<file path="src/rtl/controlador_de_status.sv">
// rtl/controlador_de_status.sv - three-state preparation/attack status controller
//
// Purpose: sequences DESLIGADO -> PREPARACAO -> ATAQUE -> PREPARACAO ...
// with timed preparation and attack phases, a ready flag and an
// attack-completion pulse.
//
// Ports:
//   clk        in   rising-edge clock
//   reset_n    in   asynchronous active-low reset
//   liga       in   system enable; low forces DESLIGADO on the next edge
//   disparo    in   attack request, honoured only once preparation is done
//   DESLIGADO  out  one-hot state indicator
//   PREPARACAO out  one-hot state indicator
//   ATAQUE     out  one-hot state indicator
//   status     out  encoded state: 00 DESLIGADO, 10 PREPARACAO, 11 ATAQUE
//   restante   out  cycles remaining in the current timed state
//   pronto     out  preparation complete (PREPARACAO with restante == 0)
//   concluido  out  one-cycle pulse on the first cycle after an attack ends

module controlador_de_status #(
    parameter int PREP_CYCLES = 4,
    parameter int ATK_CYCLES  = 8,
    parameter int CNT_W       = 8
) (
    input  logic             clk,
    input  logic             reset_n,
    input  logic             liga,
    input  logic             disparo,
    output logic             DESLIGADO,
    output logic             PREPARACAO,
    output logic             ATAQUE,
    output logic [1:0]       status,
    output logic [CNT_W-1:0] restante,
    output logic             pronto,
    output logic             concluido
);

    // The encoding equals the status code, so status is the state register.
    typedef enum logic [1:0] {
        ST_DESLIGADO  = 2'b00,
        ST_PREPARACAO = 2'b10,
        ST_ATAQUE     = 2'b11
    } estado_t;

    // Counters load N-1 so that a state lasts exactly N cycles (restante N-1..0).
    localparam logic [CNT_W-1:0] PREP_LOAD = CNT_W'(PREP_CYCLES - 1);
    localparam logic [CNT_W-1:0] ATK_LOAD  = CNT_W'(ATK_CYCLES - 1);

    estado_t          state_q;
    logic [CNT_W-1:0] restante_q;
    logic             concluido_q;

    always_ff @(posedge clk or negedge reset_n) begin
        if (!reset_n) begin
            state_q     <= ST_DESLIGADO;
            restante_q  <= '0;
            concluido_q <= 1'b0;
        end else begin
            concluido_q <= 1'b0;
            if (!liga) begin
                // Disable overrides everything, including a pending completion.
                state_q    <= ST_DESLIGADO;
                restante_q <= '0;
            end else begin
                case (state_q)
                    ST_DESLIGADO: begin
                        // disparo is deliberately not looked at here.
                        state_q    <= ST_PREPARACAO;
                        restante_q <= PREP_LOAD;
                    end
                    ST_PREPARACAO: begin
                        if (restante_q != '0) begin
                            restante_q <= restante_q - CNT_W'(1);
                        end else if (disparo) begin
                            state_q    <= ST_ATAQUE;
                            restante_q <= ATK_LOAD;
                        end
                    end
                    ST_ATAQUE: begin
                        if (restante_q != '0) begin
                            restante_q <= restante_q - CNT_W'(1);
                        end else begin
                            state_q     <= ST_PREPARACAO;
                            restante_q  <= PREP_LOAD;
                            concluido_q <= 1'b1;
                        end
                    end
                    default: begin
                        state_q    <= ST_DESLIGADO;
                        restante_q <= '0;
                    end
                endcase
            end
        end
    end

    assign DESLIGADO  = (state_q == ST_DESLIGADO);
    assign PREPARACAO = (state_q == ST_PREPARACAO);
    assign ATAQUE     = (state_q == ST_ATAQUE);
    assign status     = state_q;
    assign restante   = restante_q;
    assign pronto     = (state_q == ST_PREPARACAO) && (restante_q == '0);
    assign concluido  = concluido_q;

endmodule

</file>
<file path="config.mk">
export PLATFORM = sky130hd
export DESIGN_NAME = controlador_de_status
export DESIGN_NICKNAME = d
export VERILOG_FILES = /design/src/rtl/controlador_de_status.sv
export SDC_FILE = /design/constraint.sdc
export NUM_CORES = 1
export LEC_CHECK = 0
export CAP_MARGIN = 20
export CELL_PAD_IN_SITES_DETAIL_PLACEMENT = 0
export CELL_PAD_IN_SITES_GLOBAL_PLACEMENT = 1
export CORE_MARGIN = 2
export CORE_UTILIZATION = 35
export DETAILED_ROUTE_END_ITERATION = 8
export GPL_TIMING_DRIVEN = 0
export PLACE_DENSITY_LB_ADDON = 0.05
export SYNTH_ARGS = -nofsm -noshare
export SYNTH_HDL_FRONTEND = slang
export SYNTH_SLANG_ARGS = --single-unit
</file>
<file path="constraint.sdc">
create_clock -name clk -period 5.15 [get_ports clk]
set_clock_uncertainty 0.1 [all_clocks]
set_input_delay 1.03 -clock clk [delete_from_list [all_inputs] [get_ports clk]]
set_output_delay 1.03 -clock clk [all_outputs]
set_load 0.01 [all_outputs]
</file>
==> out/results.ini, run 1 <==
[run_status]
status=finished clean

[layout]
drive_gt1_share_pct=8.54
mostFrequentLayoutCells=clkdlybuf4s50_1 (18), dfrtp_1 (11), nor2_1 (5), nand2_1 (5)
antenna_cells_inserted=0
final_common_cell=clkdlybuf4s50_1
fin_nets=88
area_growth_pct=38.0

[clocking]
clk_latency_ns=0.26
cts.repair.resized=0
ctsHoldBuffers=0
cts_tree=built
post-cts-setup-buffer-count=0
numCtsBuffers=3
cts_root_buf=clkbuf_4
h-tree-depth=1
numClockSinks=11
clk_pin_slew_ns=0.07
cts_buffer_depth=2

[synthesis]
postSynthAreaPerCell_um2=9.93
syn_nets=65
synth_area_leader_cell=dfrtp_1
synth_area_leaders=dfrtp_1 (46%), nor4bb_4 (4.2%), a211oi_1 (3.8%), a21oi_1 (3.4%), and3_1 (3.2%)
seq_area_frac_synth_pct=46.2
synth_cells=60
ys_types=26
synth_top_area_share_pct=46.2
yosysWarnings=0
synth_area_um2=596
ys_seq_elements=11

[detailed_routing]
num_vias=512
drt-wirelength-per-cell_um=12.9
viasPerCell=5.22
dr.pass1.iters=4
wl_met1_um=665
dr_wl_met2_um=536
ant_nets=0
drt_wl_total_um=1260
drt_iter0_drc=16
top_layer=met3
met3WireLength_um=61
drc=0

[power_and_ir_drop]
leakagePower_nw=0.360
power.density_mw_per_mm2=348
vdd_drop_max_v=0.000152
power_mw=0.286

[placement]
port_buffers=18
dp.final_hpwl_um=933
gp_congestion=0.762

[critical_path]
path_max_fanout=5
crit_required_ns=4.02
start_kind=flop
critPathKind=reg -> out
crit_path_cell_trace=inv_1 > ha_1 > nor4b_1 > and3_1 > clkdlybuf4s50_1
slowest_delay_ns=0.53
arrival_ns=2.10
worstSetupEndpointType=output port
crit_slowest_cell=clkdlybuf4s50_1

[global_routing]
grt_pass1_vias=482
antenna_found_initial=0
gr-total-overflow=0
track_usage_pct=14.2
grt_pass1_wl_um=2170
grt_max_degree=12

[timing]
slew_headroom_pct=65.1
rsz0062_at_grt=false
max_slew.worst_pin.slew_ns=0.522
finalCriticalPeriod_ns=3.23
setup_violations=0
hold_viol_final=0
final_max_slew_viol_count=0
max_clock_freq_mhz=309
setup-tns-final_ns=0
fin_crit_sh_pct=62.8

[hold_path]
hp-class=reg -> reg

[floorplan]
die_h_um=45.3
rows=14
die_w_um=45.3
start_util_pct=38.2
dieArea_mm2=0.00205
core_mm2=0.00156
io_pins=19

[job]
drv_cap=0

-- per-layer routing --
layer | up-vias | GRT usage, %
met3 | 0 | 4.40
li1 | 262 | -
met1 | 238 | 20.3
met2 | 12 | 20.9
met4 | 0 | 3.53
met5 | - | 0
-- logic make-up after synthesis --
family                   Yosys count  synth area share [%]
AO/OA/AOI/OAI                     14                  16.6
XOR/XNOR                           1                  1.47
adder cells (fa/ha/maj)            1                  2.10
buffers and inverters              6                  5.25
flip-flops                        11                  46.2
multiplexers                       1                  1.68
AND/OR/NAND/NOR                   26                  26.7
-- path summary, 6_finish.rpt --
path	cells past startpoint	slack (ns)	start	end
hold reg to reg	1	0.44	restante[4]	restante[4]
max in group asynchronous	1	3.59	reset_n	restante[1]
hold / removal	1	0.44	restante[4]	restante[4]
setup / recovery	5	1.92	restante[0]	pronto
setup reg to reg	6	3.10	restante[0]	restante[5]
min in group asynchronous	1	1.01	reset_n	concluido
-- synth_stat cells, drive strengths merged --
cell,instances
mux2i,1
a21o,2
dfrtp,11
a211oi,3
and3,3
nor3,3
o21bai,2
or3,2
xnor2,1
nor2b,1
nand3b,2
a21oi,4
nor4,1
a31oi,1
inv,4
nand2,5
buf,2
and2,1
nor4bb,1
o21ai,1
nor2,5
nor3b,1
ha,1
a311oi,1
nor4b,1
-- power by group --
group / switching (mW) / internal (mW)
Clock: 0.0284 / 0.0299
Combinational: 0.0541 / 0.0599
Sequential: 0.0152 / 0.0983
-- worst max-delay path, delay by kind of cell, from the launching register on --
kind	cells	cell delay, ns
flip-flops	1	0.42
adder cells (fa/ha/maj)	1	0.21
buffers and inverters	2	0.60
AND/OR/NAND/NOR	2	0.60
-- cell type report --
| cell class | count | area [µm²] |
|---|---|---|
| buffer | 2 | 16.3 |
| clock buffer | 4 | 26.3 |
| sequential | 11 | 275 |
| fill | 153 | 737 |
| multi-input combinational | 43 | 289 |
| timing repair buffer | 18 | 180 |
| inverter | 4 | 15.0 |
| tap | 16 | 20.0 |
-- per-stage QoR --
stage | std cells | hold slack, ns | worst slack (ns) | cell area [µm²] | utilization, %
final | 98 | 0.440 | 1.92 | 822 | 52.7
after global routing | 98 | 0.460 | 1.75 | 822 | 52.7
after CTS | 98 | 0.442 | 1.90 | 822 | 52.7
after detailed placement | 94 | 0.423 | 2.21 | 796 | 51.0
after global placement | 94 | 0.418 | 2.21 | 796 | 51.0
after floorplan | 60 | 0.450 | 2.77 | 596 | -
-- flip-flops by register name, indices dropped and copies added, names as in the netlist --
| signal | flops |
|---|---|
| concluido | 1 |
| restante | 8 |
| status | 2 |
(Power assumes the default switching activity.)
==> inputs of run 2 (changes only) <==
--- a/config.mk
+++ b/config.mk
@@ -9,7 +9,7 @@
 export CELL_PAD_IN_SITES_DETAIL_PLACEMENT = 0
 export CELL_PAD_IN_SITES_GLOBAL_PLACEMENT = 1
 export CORE_MARGIN = 2
-export CORE_UTILIZATION = 35
+export CORE_UTILIZATION = 32
 export DETAILED_ROUTE_END_ITERATION = 8
 export GPL_TIMING_DRIVEN = 0
 export PLACE_DENSITY_LB_ADDON = 0.05
==> constraint.sdc (replaced) <==
create_clock -name clk -period 3.06 [get_ports clk]
set_clock_uncertainty 0.1 [all_clocks]
set_input_delay 0.612 -clock clk [delete_from_list [all_inputs] [get_ports clk]]
set_output_delay 0.612 -clock clk [all_outputs]
set_load 0.01 [all_outputs]
==> run 2 against run 1 <==
Sequential share of layout area shrank 0.45 points; critical path depth unchanged; worst setup slack got worse by 1.7 ns; sequential power grew 67%; critical endpoint unchanged; highest routed layer is now met4.
==> out/results.ini, run 2 (synthesis gave the netlist of run 1 again) <==
[run_status]
status=finished clean

[clocking]
cts_buffer_depth=2
cts.repair.resized=0
clk_latency_ns=0.27
ctsHoldBuffers=0
cts_tree=built
clk_pin_slew_ns=0.07
cts_root_buf=clkbuf_4
numClockSinks=11
post-cts-setup-buffer-count=0
h-tree-depth=1
numCtsBuffers=3

[hold_path]
hp-class=reg -> reg
hold_end=restante[4]
holdPathStages=1
hp-start=restante[4]

[timing]
fin_crit_sh_pct=93.2
finalCriticalPeriod_ns=2.85
setup-tns-final_ns=0
max_slew.worst_pin.slew_ns=0.529
slew_headroom_pct=64.4
setup_violations=0
rsz0062_at_grt=false
hold_slack_ns=0.434
hold_viol_final=0
max_clock_freq_mhz=351
final_max_slew_viol_count=0

[critical_path]
reg2regPathDepth=6
arrival_ns=2.14
crit_start=restante[0]
path_max_fanout=5
r2r_end=restante[3]
worstReg2RegStart=restante[0]
crit_required_ns=2.35
rrSetupSlack_ns=0.98
worstSetupEndpointType=output port
start_kind=flop
critPathKind=reg -> out

[placement]
dp.final_hpwl_um=929
place_inst=103
post_dp_cell_area_um2=807
port_buffers=18
gp_congestion=0.674

[layout]
mostFrequentLayoutCells=clkdlybuf4s50_1 (18), dfrtp_1 (11), nor2_1 (5), nand2_1 (5)
final_common_cell=clkdlybuf4s50_1
postLayoutCellArea_um2=833
final-seq-area_um2=275
nFillCells=174
fin_nets=88
drive_gt1_share_pct=8.54
largest_reg_flops=8
area_growth_pct=39.9
antenna_cells_inserted=0
multiInputGateArea_um2=289
final_cells=107

[global_routing]
track_usage_pct=14.0
grt_pass1_vias=469
gr-total-overflow=0
grt_pass1_wl_um=2130
antenna_found_initial=0
grt_max_degree=12

[floorplan]
rows=15
io_pins=19
die_w_um=47.1
core_mm2=0.00175
die_h_um=47.1
dieArea_mm2=0.00222
start_util_pct=34.1

[power_and_ir_drop]
power.share.switching_pct=34.5
vdd_drop_max_v=0.000293
power_mw=0.483
clockPowerShare_pct=20.7
power.density_mw_per_mm2=580
combPwrFrac_pct=39.9
p_switching_mw=0.167
intPower_mw=0.316
p_seq_share_pct=39.4
leakagePower_nw=0.360

[detailed_routing]
drt_wl_total_um=1250
drt-wirelength-per-cell_um=11.6
drc=0
drt_iter0_drc=13
ant_nets=0
dr.pass1.iters=4
viasPerCell=4.73
num_vias=506

[job]
drv_cap=0

==> run 2: routing by layer <==
layer	track usage, %	share of wire (%)	vias up
met3	3.08	5.7	2
li1	-	-	260
met1	21.0	54	225
met4	10.0	0.80	0
met2	17.3	40	19
met5	0	0	-
==> run 2: layout make-up <==
class                           count  area share, %
Buffer                              2           1.95
Clock buffer                        4           3.15
Inverter                            4           1.80
Multi-Input combinational cell     43           34.7
Sequential cell                    11           33.0
Tap cell                           25           3.75
Timing Repair Buffer               18           21.6
==> run 2: per-stage QoR <==
stage,setup slack [ns],utilization (%)
2_1_floorplan,1.10,-
3_3_place_gp,0.459,46.2
3_5_place_dp,0.487,46.2
4_1_cts,0.178,47.7
5_1_grt,0.0453,47.7
6_report,0.209,47.7
==> run 2: worst max-delay path by stage <==
stage          slack, ns  endpoint  depth (start not counted)
5_1_grt             0.05    pronto                          5
3_3_place_gp        0.46    pronto                          5
6_report            0.21    pronto                          5
4_1_cts             0.18    pronto                          5
3_5_place_dp        0.49    pronto                          5
2_1_floorplan       1.10    pronto                          4
==> run 2: worst max-delay path, stage by stage, from the launching register on <==
cell and delay [ns]:
dfrtp_1 0.42, inv_1 0.07, ha_1 0.21, nor4b_1 0.42, and3_1 0.22, clkdlybuf4s50_1 0.53
==> run 2: power groups by stage <==
stage / Combinational, mW / Sequential (mW) / Clock [mW]
3_5_place_dp: 0.192 / 0.193 / 0
2_1_floorplan: 0.103 / 0.200 / 0
4_1_cts: 0.194 / 0.190 / 0.106
6_report: 0.193 / 0.190 / 0.100
5_1_grt: 0.215 / 0.195 / 0.110
3_3_place_gp: 0.193 / 0.193 / 0
